**config.mk**
```make
export PLATFORM = sky130hd
export DESIGN_NAME = uart_cmd_ctrl
export DESIGN_NICKNAME = d
export VERILOG_FILES = /design/src/rtl/uart_cmd_ctrl.sv
export SDC_FILE = /design/constraint.sdc
export NUM_CORES = 1
export LEC_CHECK = 0
export ABC_AREA = 0
export CAP_MARGIN = 20
export CORE_MARGIN = 2
export CORE_UTILIZATION = 40
export CTS_CLUSTER_DIAMETER = 120
export DETAILED_ROUTE_END_ITERATION = 8
export PLACE_DENSITY = 0.67
export SYNTH_ARGS = -nofsm -noshare
export SYNTH_HDL_FRONTEND = slang
export SYNTH_SLANG_ARGS = --single-unit
export TNS_END_PERCENT = 100
```
**constraint.sdc**
```tcl
create_clock -name clk -period 8.07 [get_ports clk]
set_clock_uncertainty 0.1 [all_clocks]
set_input_delay 1.614 -clock clk [delete_from_list [all_inputs] [get_ports clk]]
set_output_delay 1.614 -clock clk [all_outputs]
set_load 0.005 [all_outputs]
```
**src/rtl/uart_cmd_ctrl.sv**
```systemverilog
// uart_cmd_ctrl: decodes A5-framed host commands from uart_rx bytes and issues single-byte
// RAM / VIC-II register writes over a req/ack bus, with length, range, checksum and timeout checks.
module uart_cmd_ctrl #(
    parameter int TIMEOUT_CLKS = 64125000 / 100,
    parameter int VIC_REG_SPAN = 64
) (
    input  logic        clk,
    input  logic        rst_n,
    input  logic [7:0]  rx_data,
    input  logic        rx_valid,
    output logic        wr_req,
    output logic        wr_sel,
    output logic [15:0] wr_addr,
    output logic [7:0]  wr_data,
    input  logic        wr_ack,
    output logic        busy,
    output logic        frame_ok,
    output logic        frame_err,
    output logic [2:0]  err_code
);
    localparam int TW = $clog2(TIMEOUT_CLKS + 1);
    typedef enum logic [2:0] {S_SYNC, S_CMD, S_AHI, S_ALO, S_LEN, S_DATA, S_CHK} state_t;
    state_t        state_q, state_d;
    logic          sel_q, sel_d;
    logic [15:0]   addr_q, addr_d;
    logic [8:0]    rem_q, rem_d;
    logic [7:0]    chk_q, chk_d;
    logic          got_chk_q, got_chk_d, chk_bad_q, chk_bad_d;
    logic          hold_v_q, hold_v_d, issue_q, issue_d;
    logic [7:0]    hold_q, hold_d;
    logic          wr_req_q, wr_req_d, wr_sel_q, wr_sel_d;
    logic [15:0]   wr_addr_q, wr_addr_d;
    logic [7:0]    wr_data_q, wr_data_d;
    logic          frame_ok_q, frame_ok_d, frame_err_q, frame_err_d, busy_q, busy_d;
    logic [2:0]    err_code_q, err_code_d;
    logic [TW-1:0] tmo_q, tmo_d;
    logic          pay, abort, tmo_hit, hv, pend;
    logic [8:0]    len_n;
    always_comb begin
        state_d     = state_q;
        sel_d       = sel_q;
        addr_d      = addr_q;
        rem_d       = rem_q;
        chk_d       = chk_q;
        got_chk_d   = got_chk_q;
        chk_bad_d   = chk_bad_q;
        hold_d      = hold_q;
        issue_d     = issue_q;
        wr_req_d    = wr_req_q;
        wr_sel_d    = wr_sel_q;
        wr_addr_d   = wr_addr_q;
        wr_data_d   = wr_data_q;
        frame_ok_d  = 1'b0;
        frame_err_d = 1'b0;
        err_code_d  = err_code_q;
        pay         = 1'b0;
        abort       = 1'b0;
        tmo_hit     = state_q != S_SYNC && !got_chk_q && !rx_valid && tmo_q == TW'(TIMEOUT_CLKS - 1);
        tmo_d       = (rx_valid || state_q == S_SYNC) ? '0 : tmo_q + 1'b1;
        hv          = hold_v_q && !tmo_hit;
        hold_v_d    = hv;
        pend        = (wr_req_q && !wr_ack) || issue_q;
        len_n       = {rx_data == 8'h00, rx_data};
        case (state_q)
            S_SYNC: if (rx_valid && rx_data == 8'hA5) begin
                state_d   = S_CMD;
                got_chk_d = 1'b0;
            end
            S_CMD: if (rx_valid) begin
                chk_d = rx_data;
                sel_d = rx_data == 8'h02;
                if (rx_data == 8'h01 || rx_data == 8'h02) state_d = S_AHI;
                else begin
                    state_d     = S_SYNC;
                    frame_err_d = 1'b1;
                    err_code_d  = 3'd1;
                end
            end
            S_AHI: if (rx_valid) begin
                chk_d         = chk_q ^ rx_data;
                addr_d[15:8]  = rx_data;
                state_d       = S_ALO;
            end
            S_ALO: if (rx_valid) begin
                chk_d        = chk_q ^ rx_data;
                addr_d[7:0]  = rx_data;
                state_d      = S_LEN;
            end
            S_LEN: if (rx_valid) begin
                chk_d = chk_q ^ rx_data;
                rem_d = len_n;
                if (sel_q && {1'b0, addr_q} + {8'b0, len_n} > 17'(VIC_REG_SPAN)) begin
                    state_d     = S_SYNC;
                    frame_err_d = 1'b1;
                    err_code_d  = 3'd2;
                end else state_d = S_DATA;
            end
            S_DATA: if (rx_valid) begin
                if (pend && hold_v_q) begin
                    abort       = 1'b1;
                    state_d     = S_SYNC;
                    frame_err_d = 1'b1;
                    err_code_d  = 3'd4;
                end else begin
                    pay     = 1'b1;
                    chk_d   = chk_q ^ rx_data;
                    rem_d   = rem_q - 1'b1;
                    state_d = rem_q == 9'd1 ? S_CHK : S_DATA;
                end
            end
            S_CHK: if (!got_chk_q) begin
                if (rx_valid) begin
                    got_chk_d = 1'b1;
                    chk_bad_d = rx_data != chk_q;
                end
            end else if (!wr_req_q && !issue_q && !hold_v_q) begin
                state_d     = S_SYNC;
                frame_ok_d  = !chk_bad_q;
                frame_err_d = chk_bad_q;
                err_code_d  = chk_bad_q ? 3'd5 : err_code_q;
            end
            default: state_d = S_SYNC;
        endcase
        if (tmo_hit) begin
            state_d     = S_SYNC;
            frame_err_d = 1'b1;
            err_code_d  = 3'd3;
        end
        // An ack frees the bus at once; the next byte is staged and requested one cycle later.
        if (wr_req_q && wr_ack) begin
            wr_req_d = 1'b0;
            if (hv || pay) begin
                issue_d   = 1'b1;
                wr_data_d = hv ? hold_q : rx_data;
                wr_addr_d = addr_q;
                wr_sel_d  = sel_q;
                addr_d    = addr_q + 16'd1;
                hold_v_d  = hv && pay;
                hold_d    = rx_data;
            end
        end else begin
            if (issue_q) begin
                wr_req_d = 1'b1;
                issue_d  = 1'b0;
            end
            if (pay && (wr_req_q || issue_q)) begin
                hold_v_d = 1'b1;
                hold_d   = rx_data;
            end else if (pay) begin
                wr_req_d  = 1'b1;
                wr_data_d = rx_data;
                wr_addr_d = addr_q;
                wr_sel_d  = sel_q;
                addr_d    = addr_q + 16'd1;
            end
        end
        if (abort) hold_v_d = 1'b0;
        busy_d = state_d != S_SYNC;
    end
    always_ff @(posedge clk or negedge rst_n) begin
        if (!rst_n) begin
            state_q     <= S_SYNC;
            sel_q       <= 1'b0;
            addr_q      <= '0;
            rem_q       <= '0;
            chk_q       <= '0;
            got_chk_q   <= 1'b0;
            chk_bad_q   <= 1'b0;
            hold_v_q    <= 1'b0;
            hold_q      <= '0;
            issue_q     <= 1'b0;
            wr_req_q    <= 1'b0;
            wr_sel_q    <= 1'b0;
            wr_addr_q   <= '0;
            wr_data_q   <= '0;
            frame_ok_q  <= 1'b0;
            frame_err_q <= 1'b0;
            err_code_q  <= '0;
            busy_q      <= 1'b0;
            tmo_q       <= '0;
        end else begin
            state_q     <= state_d;
            sel_q       <= sel_d;
            addr_q      <= addr_d;
            rem_q       <= rem_d;
            chk_q       <= chk_d;
            got_chk_q   <= got_chk_d;
            chk_bad_q   <= chk_bad_d;
            hold_v_q    <= hold_v_d;
            hold_q      <= hold_d;
            issue_q     <= issue_d;
            wr_req_q    <= wr_req_d;
            wr_sel_q    <= wr_sel_d;
            wr_addr_q   <= wr_addr_d;
            wr_data_q   <= wr_data_d;
            frame_ok_q  <= frame_ok_d;
            frame_err_q <= frame_err_d;
            err_code_q  <= err_code_d;
            busy_q      <= busy_d;
            tmo_q       <= tmo_d;
        end
    end
    assign wr_req    = wr_req_q;
    assign wr_sel    = wr_sel_q;
    assign wr_addr   = wr_addr_q;
    assign wr_data   = wr_data_q;
    assign busy      = busy_q;
    assign frame_ok  = frame_ok_q;
    assign frame_err = frame_err_q;
    assign err_code  = err_code_q;
endmodule

```
==> results.tsv <==
metric	value	unit
syn_avg_cell_area	8.73	um2
syn_area	5780	um2
setup_tns	0	ps
core	14000	um2
grt_use_met3	4.35	%
worst_pin_slew	956	ps
num-fill-cells	1334	
required	8250	ps
synth_warnings	0	
syn-num-nets	689	
postSynthCellCount	662	
r2r-end	addr_q[12]$_DFF_PN0_	
routedWlPerCell	17.1	um
p_int	1.34	mW
min_to	wr_addr[9]$_DFFE_PN0P_	
p_leak	2.88	nW
grt_use_met2	34.8	%
use_met1	25.6	%
die_h	124	um
worstHoldPathCells	2	
antenna_cells	0	
pwr-share-seq	38.0	%
num_rows	43	
ir_worst_vdd	0.145	mV
p_sw_share	38.1	%
fin_crit	5290	ps
final_layout_size_suffix_gt1_share	5.95	%
grt_pass1_vias	4866	
synthArstFlopShare	100	%
yosysSeqAreaShare	43.8	%
grt_pass1_wl	24.5	mm
fin_nets	711	
multi_input_area	3030	um2
wl	14.9	mm
place_hpwl	10.5	mm
port_buffers	43	
cp-end-kind	flop	
maxSlewViolCount	0	
place_area	6290	um2
via_per_inst	5.78	
crit_fanout	10	
grtUsageTotal	20.7	%
cts_resized	0	
synth_top_area_share	43.8	%
seq_area	2530	um2
busiest_layer	met2	
power.share.combinational	39.8	%
synth_common_cells	dfrtp_1 (101), nand2_1 (101), nor2_1 (76)	
clk_pin_slew	70	ps
cpMostUsedCell	o21ai_0	
cap_violations	0	
postRouteAntennaNets	0	
clockBufferDepth	2	
cts_setup_buffers	0	
antenna_found_initial	0	
rrSetupSlack	4230	ps
powerDensity	328	nW/um2
grt-ovfl-total	0	
setup_viol	0	
numCtsBuffers	9	
grt_max_degree	76	
period_share	65.6	%
arrival	5470	ps
worstRegToRegCells	9	
synth_top_cell_by_area	dfrtp_1	
final_cell_area	6620	um2
outcome	complete, no violations	
switchingPower	0.828	mW
clockPowerShare	22.2	%
tritoncts	built	
clock_latency	360	ps
cts_root_buffer	clkbuf_16	
worstPathCellList	clkdlybuf4s50_1 > or3_1 > nor4_1 > nand2b_1 > nor2_1 > ha_1 > a21oi_1 > o21ai_0 > o211a_1 > o311a_1 > nor4b_2 > o21ai_0 > a41oi_1	
cpPeakStageDelay	640	ps
rsz0062_at_grt	false	
ys_types	59	
drt_first_pass_iters	6	
crit_type	in2reg	
htree_levels	3	
clock.fmax	0.189	GHz
start_util	41.3	%
hp-class	reg2reg	
gp_congestion	0.894	
drc	0	
slew_headroom	36.2	%
initialDrtViolationCount	467	
die_w	124	um
ys_seq_elements	101	
r2r_start	state_q[2]$_DFF_PN0_	
cts_hold_buf	0	
start_kind	input pin	
cts.sinks	101	
critPathSlowestCell	clkdlybuf4s50_1	
synth_edf_count	0	
hold_start	wr_addr[9]$_DFFE_PN0P_	
synth_flop_cell	dfrtp_1	
dieArea	15400	um2
hold_viol_final	0	
area_growth_syn_to_layout	14.5	%
pin_count	44	
num_vias	5021	
synth_area_leaders	dfrtp_1 (44%), nand2_1 (6.6%), nor2_1 (4.9%)	
[logic make-up after synthesis]
kind of cell    Yosys count  synth area share (%)
compound gates          158                  17.9
buf+inv                  52                  3.86
xor+xnor                 27                  4.09
flops                   101                  43.8
mux                      16                  2.95
fa+ha+maj                15                  3.38
simple gates            293                  24.1
[worst max path at each step]
stage          cells after the start  slack, ps              to       start
2_1_floorplan                     14       3350  busy$_DFF_PN0_  rx_data[6]
3_3_place_gp                      13       2560  busy$_DFF_PN0_  rx_data[4]
3_5_place_dp                      13       2420  busy$_DFF_PN0_  rx_data[4]
4_1_cts                           13       2790  busy$_DFF_PN0_  rx_data[4]
5_1_grt                           13       2390  busy$_DFF_PN0_  rx_data[4]
6_report                          13       2780  busy$_DFF_PN0_  rx_data[4]
[through the flow]
step	util (%)	total power, mW	instances	worst slack [ps]	hold slack, ps
after detailed placement	45.0	1.69	853	2420	355
after global placement	44.9	1.67	852	2560	351
after floorplan	-	1.40	662	3350	321
after global routing	47.3	2.33	869	2390	406
final	47.3	2.17	869	2780	367
after CTS	47.3	2.18	869	2790	371
[metal layers]
layer / up-vias / wire [um]
li1: 2411 / -
met1: 2456 / 6660
met2: 120 / 7160
met3: 34 / 625
met4: 0 / 412
met5: - / 0
[power groups by stage]
stage / Sequential (mW) / Combinational [mW] / Clock [mW]
after global routing: 0.853 / 0.970 / 0.510
final: 0.825 / 0.864 / 0.483
after global placement: 0.825 / 0.841 / 0
after CTS: 0.825 / 0.865 / 0.489
after detailed placement: 0.833 / 0.862 / 0
after floorplan: 0.786 / 0.610 / 0
[area by class of cell]
class / count / share of cell area (%)
inverters: 17 / 0.964
multi-input cells: 509 / 45.7
flip-flops and latches: 101 / 38.2
clock buffers: 9 / 3.40
well taps: 180 / 3.40
repair buffers: 46 / 6.81
clock inverters: 7 / 1.48
[worst max-delay path: cells and delay by family]
kind	cells	cell delay, ps
AOI/OAI and AO/OA	6	1330
buffers and inverters	1	640
adders and majority gates	1	370
and+or+nand+nor	5	1490
[layout by cell type, fill, tap and decap left out, types with 16 or more instances in the layout]
cell / n
a21oi_1: 56
and3_1: 16
clkdlybuf4s50_1: 42
dfrtp_1: 101
inv_1: 17
nand2_1: 101
nand3_1: 27
nor2_1: 76
o21ai_0: 33
xor2_1: 20
[flip-flops by register name, indices dropped and copies added, names as in the netlist]
| name | count |
|---|---|
| chk_bad_q | 1 |
| wr_data | 8 |
| sel_q | 1 |
| wr_sel | 1 |
| frame_ok | 1 |
| frame_err | 1 |
| wr_req | 1 |
| busy | 1 |
| wr_addr | 16 |
| rem_q | 9 |
| tmo_q | 20 |
| addr_q | 16 |
| hold_q | 8 |
| state_q | 3 |
| hold_v_q | 1 |
| err_code | 3 |
| chk_q | 8 |
| got_chk_q | 1 |
| issue_q | 1 |
(Power assumes the default switching activity.)
